--- config.mk ---
export PLATFORM = sky130hd
export DESIGN_NAME = pipelined_cla_addsub
export DESIGN_NICKNAME = d
export VERILOG_FILES = /design/src/rtl/pipelined_cla_addsub.sv
export SDC_FILE = /design/constraint.sdc
export NUM_CORES = 1
export LEC_CHECK = 0
export ABC_AREA = 1
export BUFFER_PORTS_ARGS = -buffer_cell sky130_fd_sc_hd__buf_2
export CAP_MARGIN = 30
export CORE_UTILIZATION = 25
export DETAILED_ROUTE_END_ITERATION = 6
export GPL_TIMING_DRIVEN = 0
export PLACE_DENSITY = 0.51
export SLEW_MARGIN = 20
export SYNTH_ARGS = -nofsm -noshare
export SYNTH_HDL_FRONTEND = slang
export SYNTH_SLANG_ARGS = --single-unit
--- constraint.sdc ---
create_clock -name clk -period 4.4 [get_ports clk]
set_clock_uncertainty 0.15 [all_clocks]
set_input_delay 1.32 -clock clk [delete_from_list [all_inputs] [get_ports clk]]
set_output_delay 1.32 -clock clk [all_outputs]
set_load 0.02 [all_outputs]
--- src/rtl/pipelined_cla_addsub.sv ---
// pipelined_cla_addsub
//
// Pipelined carry-lookahead adder/subtractor for two's-complement operands.
// The WIDTH-bit word is split into N = WIDTH/BLOCK lookahead groups. Stage k
// evaluates group k with a flat two-level lookahead from its group carry-in,
// then registers:
//   - the sum bits produced so far;
//   - the operand bits the higher groups still need;
//   - the group carry-out;
//   - a valid bit.
// Every stage is elastic: it loads whenever it is empty or its downstream
// neighbour is taking its current contents.
//
// Parameters
//   WIDTH      operand/result width, multiple of BLOCK (default 20)
//   BLOCK      lookahead group size, >= 2 (default 5)
//
// Ports
//   clk        rising-edge clock
//   rst        asynchronous active-high reset; drops all in-flight work
//   in_valid   operand word presented
//   in_ready   block can accept operands this cycle
//   a, b       two's-complement operands
//   sub        0: a+b, 1: a-b
//   out_valid  result word presented
//   out_ready  consumer takes the result this cycle
//   sum        result (registered)
//   carry      carry out of the MSB (for subtract, 1 means no borrow)
//   overflow   signed overflow (carry into MSB xor carry out of MSB)
//
// Build option
//   ADDSUB_SATURATE_EN  when defined, the last stage clamps signed overflow to
//                       the most positive / most negative value. carry and
//                       overflow still report the raw result.
module pipelined_cla_addsub #(
    parameter int WIDTH = 20,
    parameter int BLOCK = 5
) (
    input  logic             clk,
    input  logic             rst,
    input  logic             in_valid,
    output logic             in_ready,
    input  logic [WIDTH-1:0] a,
    input  logic [WIDTH-1:0] b,
    input  logic             sub,
    output logic             out_valid,
    input  logic             out_ready,
    output logic [WIDTH-1:0] sum,
    output logic             carry,
    output logic             overflow
);

    localparam int N = WIDTH / BLOCK;

    // Every carry of a group as a sum of products of the group's P/G bits
    // and the group carry-in. Each product term is built independently, so
    // the result is a flat two-level network with no ripple between bits.
    // Bit i of the result is the carry into bit i; bit BLOCK is the group
    // carry-out.
    function automatic logic [BLOCK:0] group_carries(
        input logic [BLOCK-1:0] p,
        input logic [BLOCK-1:0] g,
        input logic             cin
    );
        logic [BLOCK:0] c;
        logic           term;
        c    = '0;
        term = 1'b0;
        for (int i = 0; i <= BLOCK; i++) begin
            term = cin;
            for (int m = 0; m < i; m++) begin
                term = term & p[m];
            end
            c[i] = term;
            for (int j = 0; j < i; j++) begin
                term = g[j];
                for (int m = j + 1; m < i; m++) begin
                    term = term & p[m];
                end
                c[i] = c[i] | term;
            end
        end
        return c;
    endfunction

    // Per-stage pipeline state. The sub bit is folded into bp (B') and the
    // stage-0 carry-in, so it is not carried down the pipe.
    logic [WIDTH-1:0] sum_q [N];
    logic [WIDTH-1:0] sum_d [N];
    logic [WIDTH-1:0] a_q   [N];
    logic [WIDTH-1:0] a_d   [N];
    logic [WIDTH-1:0] bp_q  [N];
    logic [WIDTH-1:0] bp_d  [N];
    logic [N-1:0]     carry_q;
    logic [N-1:0]     carry_d;
    logic [N-1:0]     valid_q;
    logic [N-1:0]     valid_d;
    logic             ovf_q;
    logic             ovf_d;
    logic [N:0]       ready_s;

    // Ready chain: a stage can load if it is empty or its contents move on.
    always_comb begin
        ready_s    = '0;
        ready_s[N] = out_ready;
        for (int k = N - 1; k >= 0; k--) begin
            ready_s[k] = ~valid_q[k] | ready_s[k+1];
        end
    end

    // Group evaluation and next-state selection for every stage.
    always_comb begin
        logic [WIDTH-1:0] a_in;
        logic [WIDTH-1:0] bp_in;
        logic [WIDTH-1:0] sum_in;
        logic [WIDTH-1:0] sum_new;
        logic [WIDTH-1:0] last_sum;
        logic             cin;
        logic             v_in;
        logic             ovf_raw;
        logic [BLOCK-1:0] p;
        logic [BLOCK-1:0] g;
        logic [BLOCK:0]   c;
        int               km1;

        a_in     = '0;
        bp_in    = '0;
        sum_in   = '0;
        sum_new  = '0;
        last_sum = '0;
        cin      = 1'b0;
        v_in     = 1'b0;
        ovf_raw  = 1'b0;
        p        = '0;
        g        = '0;
        c        = '0;
        km1      = 0;
        valid_d  = '0;
        carry_d  = '0;
        ovf_d    = 1'b0;

        for (int k = 0; k < N; k++) begin
            km1 = (k == 0) ? 0 : k - 1;
            if (k == 0) begin
                a_in   = a;
                bp_in  = sub ? ~b : b;
                cin    = sub;
                sum_in = '0;
                v_in   = in_valid;
            end else begin
                a_in   = a_q[km1];
                bp_in  = bp_q[km1];
                cin    = carry_q[km1];
                sum_in = sum_q[km1];
                v_in   = valid_q[km1];
            end

            p = a_in[k*BLOCK +: BLOCK] ^ bp_in[k*BLOCK +: BLOCK];
            g = a_in[k*BLOCK +: BLOCK] & bp_in[k*BLOCK +: BLOCK];
            c = group_carries(p, g, cin);

            sum_new                    = sum_in;
            sum_new[k*BLOCK +: BLOCK]  = p ^ c[BLOCK-1:0];

            sum_d[k]   = ready_s[k] ? sum_new    : sum_q[k];
            a_d[k]     = ready_s[k] ? a_in       : a_q[k];
            bp_d[k]    = ready_s[k] ? bp_in      : bp_q[k];
            carry_d[k] = ready_s[k] ? c[BLOCK]   : carry_q[k];
            valid_d[k] = ready_s[k] ? v_in       : valid_q[k];
        end

        // After the loop, c and sum_new still hold the last stage's values:
        // c[BLOCK-1] is the carry into the MSB, c[BLOCK] the carry out.
        ovf_raw = c[BLOCK] ^ c[BLOCK-1];
`ifdef ADDSUB_SATURATE_EN
        // Raw MSB 0 on overflow means the true result was negative.
        last_sum = ovf_raw ? {~sum_new[WIDTH-1], {(WIDTH-1){sum_new[WIDTH-1]}}}
                           : sum_new;
`else
        last_sum = sum_new;
`endif
        sum_d[N-1] = ready_s[N-1] ? last_sum : sum_q[N-1];
        ovf_d      = ready_s[N-1] ? ovf_raw  : ovf_q;
    end

    // Pipeline registers; reset discards everything in flight.
    always_ff @(posedge clk or posedge rst) begin
        if (rst) begin
            for (int k = 0; k < N; k++) begin
                sum_q[k] <= '0;
                a_q[k]   <= '0;
                bp_q[k]  <= '0;
            end
            carry_q <= '0;
            valid_q <= '0;
            ovf_q   <= 1'b0;
        end else begin
            for (int k = 0; k < N; k++) begin
                sum_q[k] <= sum_d[k];
                a_q[k]   <= a_d[k];
                bp_q[k]  <= bp_d[k];
            end
            carry_q <= carry_d;
            valid_q <= valid_d;
            ovf_q   <= ovf_d;
        end
    end

    assign in_ready  = ready_s[0];
    assign out_valid = valid_q[N-1];
    assign sum       = sum_q[N-1];
    assign carry     = carry_q[N-1];
    assign overflow  = ovf_q;

endmodule

==> After elaboration in Yosys (flattened, before gate mapping) <==
Index checks and enable logic that the tools add are counted.
{ "word_totals": {"regBits": 179, "input_bits": 45} }
{ "op_classes": {"n_mux": 1, "bitwise_logic": 142} }
{ "op_table": {"columns": ["cell", "count"], "rows": [
  ["OR 1 bit", 64],
  ["AND 1 bit", 60],
  ["bitwise XOR 5 bit", 8],
  ["AND 5 bit", 4],
  ["two-way mux 20 bit", 1],
  ["inverter 20 bit", 1],
  ["inverter 1 bit", 4],
  ["bitwise XOR 1 bit", 1]
]} }

==> Logic depth before layout (Yosys ltp) <==
{ "depth": {"ltp_word": 13, "mapped_depth": 13, "ltp_nobuf": 12} }

==> Worst setup path before layout <==
No wires, ideal clock.
{ "synth_timing": {"kind": "in2out", "from": "in out_ready", "to": "out in_ready", "arrival_time_ns": 2.192, "path_slack_ns": 0.738, "cell_stages": 7, "cell_sequence": "nor2_4 nand2_4 nor2_8 inv_4 nor2_8 inv_2 buf_2"} }
{ "synth_between": {"elab_chain_cells": 4} }
{ "synth_lines": {"columns": ["element", "line", "text"], "rows": [
  ["start, declared", "47", "input logic out_ready,"],
  ["OR 1 bit (4 in a row)", "107", "ready_s[k] = ~valid_q[k] | ready_s[k+1];"],
  ["end, declared", "42", "output logic in_ready,"]
]} }
No other way between the ends.

==> Final worst setup path <==
Ends and elaborated chain as after synthesis.

==> flow_summary.json <==
{
  "numCtsBuffers": 17,
  "rows": 53,
  "yosysTopAreaCellShare_pct": 54.5,
  "grt_max_degree": 33,
  "via_per_inst": 3.92,
  "synth_fp_nets": 678,
  "grt_pass1_vias": 4004,
  "maxCapViolCount": 0,
  "post_drt_wl_per_cell_um": 11.8,
  "ys.warnings.count": 0,
  "ir_worst_vdd_v": 0.000283,
  "place_area_um2": 6240,
  "io_pins": 69,
  "start_util_pct": 25.7,
  "rsz0062_at_grt": "no",
  "worstSetupPathType": "in -> out",
  "regArea_um2": 2980,
  "design_area_um2": 6850,
  "h-tree-depth": 4,
  "ys_ff_latch": 119,
  "power_mw": 3.97,
  "worst_pin_slew_ns": 0.747,
  "route.vias.total": 3862,
  "dieArea_um2": 22400,
  "fillers": 2258,
  "final_hold_viol_count": 0,
  "grt-ovfl-total": 0,
  "drc": 0,
  "fin_tns_setup_ns": 0,
  "ctsResizeCount": 0,
  "cts_root_buf": "clkbuf_16",
  "insertion_delay_ns": 0.41,
  "dpl.hpwl_um": 8890,
  "postCtsHoldBufs": 0,
  "multi_input_area_um2": 2050,
  "drt-initial-drc-count": 185,
  "yosys.area.top_type": "dfrtp_1",
  "p_per_area_nw_per_um2": 580,
  "ys_seq_area_share_pct": 54.5,
  "coreArea_um2": 21200,
  "critPathMaxFanout": 10,
  "syn_inst": 606,
  "cellLeakagePower_nw": 3.54,
  "hold-worst-slack_ns": 0.316,
  "required_ns": 2.93,
  "antenna_found_initial": 0,
  "clock_path_buffers": 2,
  "slew_headroom_pct": 50.2,
  "cts_tree": "yes",
  "cts.sinks": 119,
  "fin_nets": 769,
  "hold_path_class": "reg -> reg",
  "drt-total-wl_um": 11600,
  "grt_pass1_wl_um": 20100,
  "startpoint_type": "primary input",
  "status": "finished clean",
  "area_growth_pct": 25.4,
  "period_minus_slack_ns": 4.22,
  "grt_use_total_pct": 11.6,
  "finalSetupViolCount": 0,
  "firstDrtPassIters": 4,
  "avgSynthCellArea_um2": 9.01,
  "drtAntennaViolNets": 0,
  "critical_path_arrival_ns": 2.75,
  "antenna_cells": 0,
  "port_buffers": 68,
  "clk_pin_slew_ns": 0.05,
  "synthTopCellsByArea": "dfrtp_1 (55%), nand2_1 (16%), ha_1 (5.5%)",
  "gp_congestion": 0.732,
  "endpoint_kind": "output port",
  "drive_gt1_share_pct": 20.0,
  "netlist_area_um2": 5460,
  "postCtsSetupBuffers": 0,
  "die_width_um": 150,
  "period_share_pct": 95.9,
  "ys_types": 29,
  "maxSlewViolCount": 0,
  "fmax_mhz": 237,
  "die_h_um": 150
}
==> flip-flops by register name (all words and copies together), names as in the netlist <==
register / flops
a_q: 30
bp_q: 30
sum_q: 30
sum: 20
carry_q: 4
valid_q: 4
overflow: 1
==> critical path, stage by stage <==
cell,delay (ns)
buf_2,0.11
nor2_4,0.26
nand2_4,0.15
nor2_8,0.20
inv_4,0.11
nor2_8,0.15
inv_2,0.06
buf_2,0.19
buf_2,0.18
==> cell usage after synthesis, drive strengths merged <==
cell and number:
o22ai 2, nor2 12, or2 4, a21oi 1, inv 50, clkinv 1, dfrtp 119, o21ai 64
nand2 241, ha 24, nor3 1, nand3b 2, xor2 9, nand3 10, clkbuf 11, nand4 2
buf 31, fa 3, mux2i 1, xnor2 15, a22oi 3
==> kinds of logic (layout without fill, tap and decap cells) <==
kind of cell / Yosys count / after routing / share of synthesized area, %
AO/OA/AOI/OAI: 70 / 70 / 6.60
XOR/XNOR: 24 / 24 / 3.85
adder cells (fa/ha/maj): 27 / 27 / 6.60
multiplexers: 1 / 1 / 0.183
flip-flops: 119 / 119 / 54.5
buffers and inverters: 93 / 197 / 8.04
AND/OR/NAND/NOR: 272 / 272 / 20.2
==> cell usage in the layout, fill, tap and decap left out, types with 14 or more instances in the layout <==
cell | Yosys | final
buf_2 | 10 | 78
buf_4 | 20 | 20
clkbuf_1 | 11 | 14
clkbuf_16 | 0 | 17
dfrtp_1 | 119 | 119
ha_1 | 24 | 24
inv_1 | 48 | 47
nand2_1 | 240 | 240
o21ai_0 | 54 | 54
xnor2_1 | 15 | 15
==> power by group <==
part / switching (mW) / internal (mW)
logic: 0.571 / 0.413
clock network: 0.468 / 0.971
registers: 0.159 / 1.39
==> metrics by stage <==
step           worst slack (ns)  utilization [%]  cells
6_report                  0.181             32.3    985
5_1_grt                  0.0388             32.3    985
4_1_cts                   0.144             32.3    985
3_5_place_dp              0.150             29.4    953
3_3_place_gp              0.146             29.0    949
2_1_floorplan             0.738                -    606
==> path summary, 6_finish.rpt <==
path / start / to / slack [ns] / cells after the start
min in group asynchronous: rst / overflow / 0.78 / 2
max in group asynchronous: rst / bp_q[73] / 2.41 / 5
worst max-delay path: out_ready / in_ready / 0.18 / 9
worst max register to register: valid_q[3] / sum_q[64] / 2.41 / 10
worst min register to register: sum_q[31] / sum[11] / 0.32 / 2
worst min-delay path: sum_q[31] / sum[11] / 0.32 / 2
==> routing by layer <==
| metal | up-vias | share of wire, % | GRT usage, % |
|---|---|---|---|
| met5 | - | 0 | 0 |
| met4 | 0 | 1.5 | 5.30 |
| met3 | 17 | 3.8 | 2.68 |
| met2 | 70 | 42 | 17.3 |
| met1 | 1705 | 52 | 15.9 |
| li1 | 2070 | - | - |
==> cell type report <==
class	instances	share of cell area, %
tap	275	5.02
multi-input combinational	394	29.9
sequential	119	43.5
clock buffer	22	6.77
buffer	42	3.58
timing repair buffer	72	6.24
inverter	51	2.88
clock inverter	10	2.19
Power figures use the tool's default switching activity.
